**config.mk**
```make
export PLATFORM = sky130hd
export DESIGN_NAME = alu_seq
export DESIGN_NICKNAME = d
export VERILOG_FILES = /design/src/rtl/alu_seq.sv
export SDC_FILE = /design/constraint.sdc
export NUM_CORES = 1
export LEC_CHECK = 0
export ABC_AREA = 0
export CORE_ASPECT_RATIO = 1.5
export CORE_MARGIN = 2
export CORE_UTILIZATION = 39
export CTS_CLUSTER_DIAMETER = 150
export DETAILED_ROUTE_END_ITERATION = 16
export PLACE_DENSITY = 0.67
export SETUP_SLACK_MARGIN = 0.1
export SLEW_MARGIN = 10
export SYNTH_ARGS = -nofsm -noshare
export SYNTH_HDL_FRONTEND = slang
export SYNTH_SLANG_ARGS = --single-unit
```
**constraint.sdc**
```tcl
create_clock -name clk -period 9.7 [get_ports clk]
set_clock_uncertainty 0.1 [all_clocks]
set_input_delay 2.425 -clock clk [delete_from_list [all_inputs] [get_ports clk]]
set_output_delay 2.425 -clock clk [all_outputs]
set_load 0.05 [all_outputs]
```
**src/rtl/alu_seq.sv**
```systemverilog
// alu_seq: handshaked ALU with single-cycle ops and iterative multiply/divide/remainder.
// Operands are captured on accept; results are registered and held until taken.
module alu_seq #(
    parameter int WIDTH = 32,
    parameter int SHW = $clog2(WIDTH)
) (
    input  logic             clk,
    input  logic             rst,
    input  logic             in_valid,
    output logic             in_ready,
    input  logic [WIDTH-1:0] a,
    input  logic [WIDTH-1:0] b,
    input  logic [3:0]       alu_ctrl,
    output logic             out_valid,
    input  logic             out_ready,
    output logic [WIDTH-1:0] result,
    output logic             zero,
    output logic             busy
);
    typedef enum logic [1:0] {IDLE, CALC, DONE} state_t;
    state_t state, state_n;
    logic [SHW-1:0] cnt;
    logic [3:0] op;
    logic [WIDTH-1:0] acc, sh, md, alu_r, acc_n, sh_n, md_n, diff, fin;
    logic [WIDTH:0] t;
    logic accept, multi, last, ge, mul;
    assign in_ready = state == IDLE;
    assign out_valid = state == DONE;
    assign busy = state != IDLE;
    assign accept = in_valid && in_ready;
    assign multi = alu_ctrl inside {4'd10, 4'd11, 4'd12};
    assign last = cnt == SHW'(WIDTH - 1);
    always_comb begin
        alu_r = '0;
        case (alu_ctrl)
            4'd0: alu_r = a + b;
            4'd1: alu_r = a - b;
            4'd2: alu_r = a & b;
            4'd3: alu_r = a | b;
            4'd4: alu_r = a ^ b;
            4'd5: alu_r = WIDTH'($signed(a) < $signed(b));
            4'd6: alu_r = WIDTH'(a < b);
            4'd7: alu_r = a << b[SHW-1:0];
            4'd8: alu_r = a >> b[SHW-1:0];
            4'd9: alu_r = $signed(a) >>> b[SHW-1:0];
            default: alu_r = '0;
        endcase
    end
    // acc: partial product or remainder; sh: multiplier or dividend/quotient; md: multiplicand or divisor
    always_comb begin
        mul = op == 4'd10;
        t = {acc, sh[WIDTH-1]};
        diff = t[WIDTH-1:0] - md;
        ge = t >= {1'b0, md};
        acc_n = mul ? acc + (sh[0] ? md : '0) : ge ? diff : t[WIDTH-1:0];
        sh_n = mul ? sh >> 1 : {sh[WIDTH-2:0], ge};
        md_n = mul ? md << 1 : md;
        fin = op == 4'd11 ? sh_n : acc_n;
    end
    always_ff @(posedge clk) begin
        if (rst) state <= IDLE;
        else state <= state_n;
    end
    always_comb begin
        state_n = state;
        case (state)
            IDLE: if (accept) state_n = multi ? CALC : DONE;
            CALC: if (last) state_n = DONE;
            DONE: if (out_ready) state_n = IDLE;
            default: state_n = IDLE;
        endcase
    end
    always_ff @(posedge clk) begin
        if (rst) begin
            cnt <= '0;
            op <= '0;
            acc <= '0;
            sh <= '0;
            md <= '0;
            result <= '0;
            zero <= 1'b0;
        end else if (accept) begin
            op <= alu_ctrl;
            cnt <= '0;
            acc <= '0;
            sh <= alu_ctrl == 4'd10 ? b : a;
            md <= alu_ctrl == 4'd10 ? a : b;
            if (!multi) begin
                result <= alu_r;
                zero <= alu_r == '0;
            end
        end else if (state == CALC) begin
            acc <= acc_n;
            sh <= sh_n;
            md <= md_n;
            cnt <= cnt + 1'b1;
            if (last) begin
                result <= fin;
                zero <= fin == '0;
            end
        end
    end
endmodule

```
==> results.yml, run 1 <==
floorplanning:
  chipHeight_um: 292
  start_util_pct: 39.4
  die_x_um: 196
  dieArea_mm2: 0.0571
  placementRows: 105
  io_pins: 108
  core_area_mm2: 0.0547
detailed_routing:
  drc: 0
  dr.pass1.iters: 6
  final_antenna_net_count: 0
  routed_wl_mm: 97.0
  viasPerCell: 6.63
  num_vias: 24200
  first_iter_violations: 2395
  wl_per_cell_um: 26.5
placed_design:
  port_buffers: 107
  gp_congestion: 1.07
  dp_hpwl_mm: 73.8
  placed_cells: 3627
final_layout:
  nNetsFinal: 3192
  drive_above_1_share_pct: 7.42
  syn2layout_area_growth_pct: 9.06
  utilization_pct: 42.9
  final_cells: 3658
  num_antenna_cells: 0
pwr:
  ir_worst_vdd_mv: 0.112
  power_density_mw_per_mm2: 117
  p_total_mw: 2.75
  p_leak_nw: 9.17
clock_tree:
  cts_buffer_depth: 2
  clk_latency_ns: 0.44
  post_cts_buffers: 0
  tritoncts: "yes"
  ctsHoldBuffers: 0
  cts_resized: 0
  htreeDepth: 4
  root_buffer: "clkbuf_16"
  clk_pin_slew_ns: 0.06
  cts.sinks: 140
  numCtsBuffers: 17
yosys:
  netlist_instances: 3034
  yosysWarnings: 0
  synth_most_common_cell: "nand2_1"
  synth_commonest_cells: "nand2_1 (338), nor2_1 (306), a21oi_1 (296)"
  synth_area_mm2: 0.0215
  yosys.cell_types.count: 100
  synth_edf_count: 0
  synthFlopType: "dfxtp_1"
  synth_top_area_share_pct: 13.0
  yosysTopAreaCell: "dfxtp_1"
  synthArstFlopShare_pct: 0
  ys_ff_latch: 140
  synth_nets: 3275
  syn_avg_cell_area_um2: 7.09
  synthTopCellsByArea: "dfxtp_1 (13%), ha_1 (9.6%), a21oi_1 (6.9%)"
  yosysSeqAreaShare_pct: 13.0
setup_path:
  rrSetupSlack_ns: 4.74
  required_ns: 9.98
  reg2reg_from: "sh[31]"
  worstPathArrival_ns: 7.26
  startpoint: "a[2]"
  r2r_cells: 14
  cp-start-kind: "input port"
  r2r_end: "result[9]"
  endpoint: "zero"
  end_kind: "flop"
  path_class: "in2reg"
  crit_path_max_fanout: 12
grt:
  grt_pass1_vias: 23200
  grt_antenna_before_repair: 1
  grt_max_degree: 84
  grt_pass1_wl_mm: 143
  grtUsageTotal_pct: 32.9
  overflow: 0
sta:
  relSlewSlack_pct: 21.4
  fin_crit_sh_pct: 72.0
  tns_ns: 0
  rsz0062_at_grt: "no"
  final_hold_viol_count: 0
  worst_slew_pin_slew_ns: 1.15
  period_needed_ns: 6.98
  fmax_mhz: 143
  drv_slew: 0
  setup_viol: 0
outcome:
  outcome: "completed"
hold_path:
  hp-class: "reg2reg"
job:
  max_cap_violations: 0
[per-layer routing]
metal	share of wire [%]	up-vias	track usage, %	routed length, µm
met4	9.4	2	26.5	9110
li1	-	11100	-	-
met2	48	1363	57.0	46800
met1	35	11400	36.5	34000
met5	0.014	-	0	14
met3	7.3	419	3.41	7040
[sequential cells by signal (all words and copies together), names as in the netlist]
signal,cells
md,32
acc,32
cnt,5
zero,1
state,2
sh,32
op,4
result,32
[cells in the final DEF, fill, tap and decap left out, drive strengths merged, types with 29 or more instances in the layout]
| cell type | netlist | layout |
|---|---|---|
| a211oi | 161 | 161 |
| a21o | 38 | 38 |
| a21oi | 297 | 297 |
| a31oi | 32 | 32 |
| and2 | 40 | 40 |
| buf | 53 | 57 |
| clkdlybuf4s50 | 0 | 101 |
| dfxtp | 140 | 140 |
| ha | 165 | 165 |
| inv | 152 | 154 |
| mux2 | 29 | 29 |
| mux2i | 130 | 130 |
| mux4 | 59 | 59 |
| nand2 | 338 | 338 |
| nand3 | 70 | 70 |
| nand4 | 32 | 32 |
| nor2 | 306 | 306 |
| nor3 | 73 | 73 |
| o211ai | 63 | 63 |
| o21ai | 144 | 144 |
| o31ai | 31 | 31 |
| xor2 | 31 | 31 |
[layout make-up]
type | instances | area, µm²
tap | 695 | 870
fill | 5672 | 31200
clock buffer | 18 | 439
sequential | 140 | 2800
timing repair buffer | 158 | 1430
inverter | 156 | 586
clock inverter | 13 | 166
multi-input combinational | 2478 | 17200
[per-stage QoR]
stage / worst slack [ns] / hold WS (ns) / cell area [µm²]
floorplan: 3.24 / 0.336 / 21500
global placement: 2.42 / 0.342 / 22900
detailed placement: 2.52 / 0.347 / 22900
CTS: 2.97 / 0.356 / 23500
global route: 2.59 / 0.375 / 23500
finish: 2.72 / 0.354 / 23500
[critical path, stage by stage]
cell and delay, ns:
clkdlybuf4s50_1 0.75, inv_1 0.09, ha_1 0.48, nor3_1 0.10
a211o_1 0.36, a211o_1 0.38, a2111oi_0 0.88, o22ai_1 0.26
a211oi_1 0.33, o2111ai_1 0.20, nor3_2 0.20, nand4b_1 0.25
nor4_1 0.35, nand3b_1 0.12, nand3_1 0.08
[how the worst min path moves through the flow]
stage                           from         end  depth (start not counted)
after global placement         op[1]       op[1]                          2
after CTS                  result[2]   result[2]                          2
after detailed placement   result[2]   result[2]                          2
final                     result[30]  result[30]                          2
after floorplan                op[1]       op[1]                          2
after global routing       result[2]   result[2]                          2
[cell families after synthesis]
group	count (synthesis)	synth area share, %
AO/OA/AOI/OAI	1014	31.4
XOR/XNOR	54	2.20
adder cells (fa/ha/maj)	169	9.97
buffers and inverters	416	7.62
flip-flops	140	13.0
multiplexers	218	13.8
AND/OR/NAND/NOR	1023	21.9
[report_power, final]
part / switching [mW] / leakage, nW / internal (mW) / total, mW
Combinational: 0.918 / 7.74 / 0.466 / 1.38
Sequential: 0.0500 / 1.15 / 0.617 / 0.667
Clock: 0.283 / 0.289 / 0.411 / 0.694
(Power assumes the default switching activity.)
==> run 2: changes to the inputs <==
--- a/config.mk
+++ b/config.mk
@@ -11,7 +11,7 @@
 export CORE_UTILIZATION = 39
 export CTS_CLUSTER_DIAMETER = 150
 export DETAILED_ROUTE_END_ITERATION = 16
-export PLACE_DENSITY = 0.67
+export PLACE_DENSITY = 0.69
 export SETUP_SLACK_MARGIN = 0.1
 export SLEW_MARGIN = 10
 export SYNTH_ARGS = -nofsm -noshare
==> constraint.sdc (replaced) <==
create_clock -name clk -period 5.65 [get_ports clk]
set_clock_uncertainty 0.1 [all_clocks]
set_input_delay 1.4125 -clock clk [delete_from_list [all_inputs] [get_ports clk]]
set_output_delay 1.4125 -clock clk [all_outputs]
set_load 0.05 [all_outputs]
==> results.yml, run 2 (synthesis results as in run 1) <==
setup_path:
  required_ns: 5.94
  crit_path_max_fanout: 7
  cp-start-kind: "input port"
  path_class: "in2reg"
  crit_chain: "clkdlybuf4s50_1 > buf_4 > ha_1 > fa_1 > a211oi_1 > o211ai_1 > a21oi_1 > o211ai_1 > nand3_1 > a21oi_1 > or3_1 > o31ai_1 > o2111ai_1 > nor4_1 > nand3b_1 > nand3_1"
  end_kind: "flop"
  worstPathArrival_ns: 5.65
  max_stage_delay_ns: 0.45
  cp_slowest_cell: "clkdlybuf4s50_1"
floorplanning:
  chipHeight_um: 292
  core_area_mm2: 0.0547
  start_util_pct: 39.4
  die_x_um: 196
  io_pins: 108
  placementRows: 105
  dieArea_mm2: 0.0571
placed_design:
  dp_hpwl_mm: 77.5
  port_buffers: 107
  dp_slack_ns: -0.0985
  post_dp_cell_area_mm2: 0.0241
  gp_congestion: 1.08
job:
  max_cap_violations: 0
clock_tree:
  tritoncts: "yes"
  ctsHoldBuffers: 0
  numCtsBuffers: 17
  post_cts_buffers: 0
  cts.sinks: 140
  htreeDepth: 4
  cts_buffer_depth: 2
  clk_latency_ns: 0.45
  cts_resized: 0
  root_buffer: "clkbuf_16"
  clk_pin_slew_ns: 0.07
sta:
  worst_slew_pin_slew_ns: 1.02
  period_needed_ns: 5.36
  fin_crit_sh_pct: 94.8
  fmax_mhz: 187
  setup_viol: 0
  drv_slew: 0
  setup_ws_ns: 0.295
  final_hold_viol_count: 0
  holdWs_ns: 0.352
  rsz0062_at_grt: "no"
  tns_ns: 0
  relSlewSlack_pct: 31.5
detailed_routing:
  met3_length_mm: 6.36
  final_antenna_net_count: 0
  routed_wl_mm: 97.8
  dr.pass1.iters: 6
  wl_per_cell_um: 25.6
  wl_met2_mm: 47.0
  viasPerCell: 6.50
  wl_met1_mm: 35.0
  first_iter_violations: 2268
  num_vias: 24800
  drc: 0
  highest_layer: "met4"
grt:
  grtUsageTotal_pct: 33.3
  overflow: 0
  grt_pass1_vias: 24100
  grt_max_degree: 144
  grt_pass1_wl_mm: 146
  grt_antenna_before_repair: 0
final_layout:
  layout_commonest_cell: "nand2_1"
  nFillCells: 5629
  syn2layout_area_growth_pct: 15.0
  design_area_mm2: 0.0247
  nNetsFinal: 3350
  mostFrequentLayoutCells: "nand2_1 (337), nor2_1 (304), a21oi_1 (295)"
  utilization_pct: 45.3
  drive_above_1_share_pct: 12.1
  num_antenna_cells: 0
hold_path:
  hp-class: "reg2reg"
outcome:
  outcome: "completed"
pwr:
  power_density_mw_per_mm2: 197
  ir_worst_vdd_mv: 0.209
  p_leak_nw: 9.97
-- run 2: cell count changes in the layout (fill, tap and decap cells not counted), sizes merged --
cell	change
clkbuf	-1
buf	+158
bufinv	-1
clkinvlp	-1
clkinv	-3
inv	+6
-- run 2: final timing paths --
check                                start         end  slack [ns]  cells past startpoint
worst min-delay path            result[10]  result[10]        0.35                      2
worst max register to register      md[18]        zero        0.48                     15
worst max-delay path                  a[0]        zero        0.29                     16
worst min register to register  result[10]  result[10]        0.35                      2
-- run 2: layer usage --
metal  global-route usage, %  vias up
li1                        -    11400
met2                    57.9     1289
met1                    36.6    11700
met3                    3.57      436
met4                    27.4        0
met5                       0        -
-- run 2: worst max-delay path, delay by kind of cell --
family | cells | cell delay (ns)
adders and majority gates | 2 | 0.64
buffers and inverters | 2 | 0.63
AOI/OAI and AO/OA | 7 | 1.95
and+or+nand+nor | 5 | 1.00
-- run 2: power by group --
part	internal [mW]	switching, mW	leakage (nW)
Clock	0.668	0.531	0.290
Combinational	0.917	1.61	8.53
Sequential	1.06	0.0831	1.15
-- run 2: area by class of cell --
cell class,instances,area [µm²],area share [%]
timing repair buffer,316,2720,11.0
clock buffer,17,425,1.72
tap,695,870,3.51
multi-input combinational,2478,17200,69.4
clock inverter,14,175,0.708
inverter,156,586,2.37
sequential,140,2800,11.3
-- run 2: metrics by stage --
stage | total power [mW] | cells
floorplan | 2.67 | 3034
CTS | 4.80 | 3816
finish | 4.87 | 3816
global route | 5.06 | 3816
global placement | 3.61 | 3785
detailed placement | 3.60 | 3785
==> run 3: changes to the inputs <==
--- a/config.mk
+++ b/config.mk
@@ -6,9 +6,11 @@
 export NUM_CORES = 1
 export LEC_CHECK = 0
 export ABC_AREA = 0
+export CAP_MARGIN = 20
 export CORE_ASPECT_RATIO = 1.5
 export CORE_MARGIN = 2
 export CORE_UTILIZATION = 39
+export CTS_BUF_LIST = sky130_fd_sc_hd__clkbuf_4
 export CTS_CLUSTER_DIAMETER = 150
 export DETAILED_ROUTE_END_ITERATION = 16
 export PLACE_DENSITY = 0.69
==> results.yml, run 3 (synthesis results as in run 1) <==
detailed_routing:
  drc: 0
  first_iter_violations: 2152
  routed_wl_mm: 97.4
  wl_per_cell_um: 25.5
  dr.pass1.iters: 6
  final_antenna_net_count: 0
  num_vias: 24700
  viasPerCell: 6.48
pwr:
  p_leak_nw: 9.83
  ir_worst_vdd_mv: 0.117
  power_density_mw_per_mm2: 181
clock_tree:
  tritoncts: "yes"
  clk_latency_ns: 0.61
  clk_pin_slew_ns: 0.16
  numCtsBuffers: 17
  cts_buffer_depth: 2
  htreeDepth: 4
  ctsHoldBuffers: 0
  post_cts_buffers: 0
  root_buffer: "clkbuf_4"
  cts.sinks: 140
  cts_resized: 0
floorplanning:
  dieArea_mm2: 0.0571
  start_util_pct: 39.4
  core_area_mm2: 0.0547
  io_pins: 108
  chipHeight_um: 292
  die_x_um: 196
  placementRows: 105
hold_path:
  hp-class: "reg2reg"
sta:
  fmax_mhz: 189
  setup_ws_ns: 0.345
  setup_viol: 0
  rsz0062_at_grt: "no"
  relSlewSlack_pct: 23.3
  holdWs_ns: 0.363
  drv_slew: 0
  final_hold_viol_count: 0
  worst_slew_pin_slew_ns: 1.14
  period_needed_ns: 5.30
  fin_crit_sh_pct: 93.9
grt:
  grtUsageTotal_pct: 33.3
  grt_pass1_vias: 24100
  overflow: 0
  grt_pass1_wl_mm: 146
  grt_antenna_before_repair: 1
  grt_max_degree: 144
setup_path:
  worstPathArrival_ns: 5.78
  crit_path_max_fanout: 16
  end_kind: "flop"
  required_ns: 6.12
  path_class: "reg2reg"
  crit_top_cell: "o21ai_0"
  crit_chain: "inv_1 > ha_1 > a21oi_1 > o21ai_0 > a211oi_1 > o21ai_0 > a211o_1 > buf_4 > nand2_1 > mux2i_1 > o21ai_0 > o2111ai_1 > nor4_1 > nand4_1 > nand3_1"
  cp_slowest_cell: "o21ai_0"
  cp-start-kind: "flop"
  max_stage_delay_ns: 0.91
final_layout:
  final_cells: 3817
  layout_commonest_cell: "nand2_1"
  drive_above_1_share_pct: 12.1
  syn2layout_area_growth_pct: 13.6
  nNetsFinal: 3350
  multiInputGateArea_mm2: 0.0172
  ff_latch_area_mm2: 0.00280
  nFillCells: 5694
  mostFrequentLayoutCells: "nand2_1 (337), nor2_1 (304), a21oi_1 (295)"
placed_design:
  dp_slack_ns: -0.0985
  placed_cells: 3785
  dp_hpwl_mm: 77.5
  gp_congestion: 1.08
  port_buffers: 107
outcome:
  outcome: "completed"
job:
  max_cap_violations: 0
-- run 3: power breakdown --
part           internal, mW  switching, mW  leakage (nW)
clock                 0.280          0.467         0.159
combinational         0.917           1.61          8.53
sequential             1.06         0.0829          1.15
-- run 3: stage by stage --
step	cell area (µm²)	power, mW	setup TNS [ns]	util, %
finish	24400	4.41	0	44.7
global route	24400	4.60	0	44.7
CTS	24400	4.35	0	44.7
detailed placement	24100	3.60	-0.0985	44.2
global placement	24100	3.61	0	44.2
floorplan	21500	2.67	0	-
-- run 3: critical path, delay by kind of cell (launching register included) --
family                     cells  cell delay, ns
adders and majority gates      1            0.38
buffers and inverters          2            0.38
muxes                          1            0.11
and+or+nand+nor                4            0.73
DFF                            1            0.45
AOI/OAI and AO/OA              7            3.12
-- run 3: metal layers --
metal,wire length (µm),vias to the layer above,track usage (%)
met5,0,-,0
met4,9320,0,27.3
met3,6450,422,3.82
met2,46900,1290,57.8
met1,34700,11600,36.4
li1,-,11400,-
-- run 3: final timing paths --
| kind | to | start | cells after the start | slack, ns |
|---|---|---|---|---|
| worst max-delay path | zero | md[18] | 15 | 0.35 |
| worst min-delay path | result[10] | result[10] | 2 | 0.36 |
| worst max register to register | zero | md[18] | 15 | 0.35 |
| worst min register to register | result[10] | result[10] | 2 | 0.36 |
-- run 3: area by class of cell --
type / count / area share, %
well taps: 695 / 3.56
multi-input cells: 2478 / 70.2
clock buffers: 17 / 0.522
repair buffers: 316 / 11.1
flip-flops and latches: 140 / 11.5
diodes: 1 / 0.0102
clock inverters: 14 / 0.717
inverters: 156 / 2.40
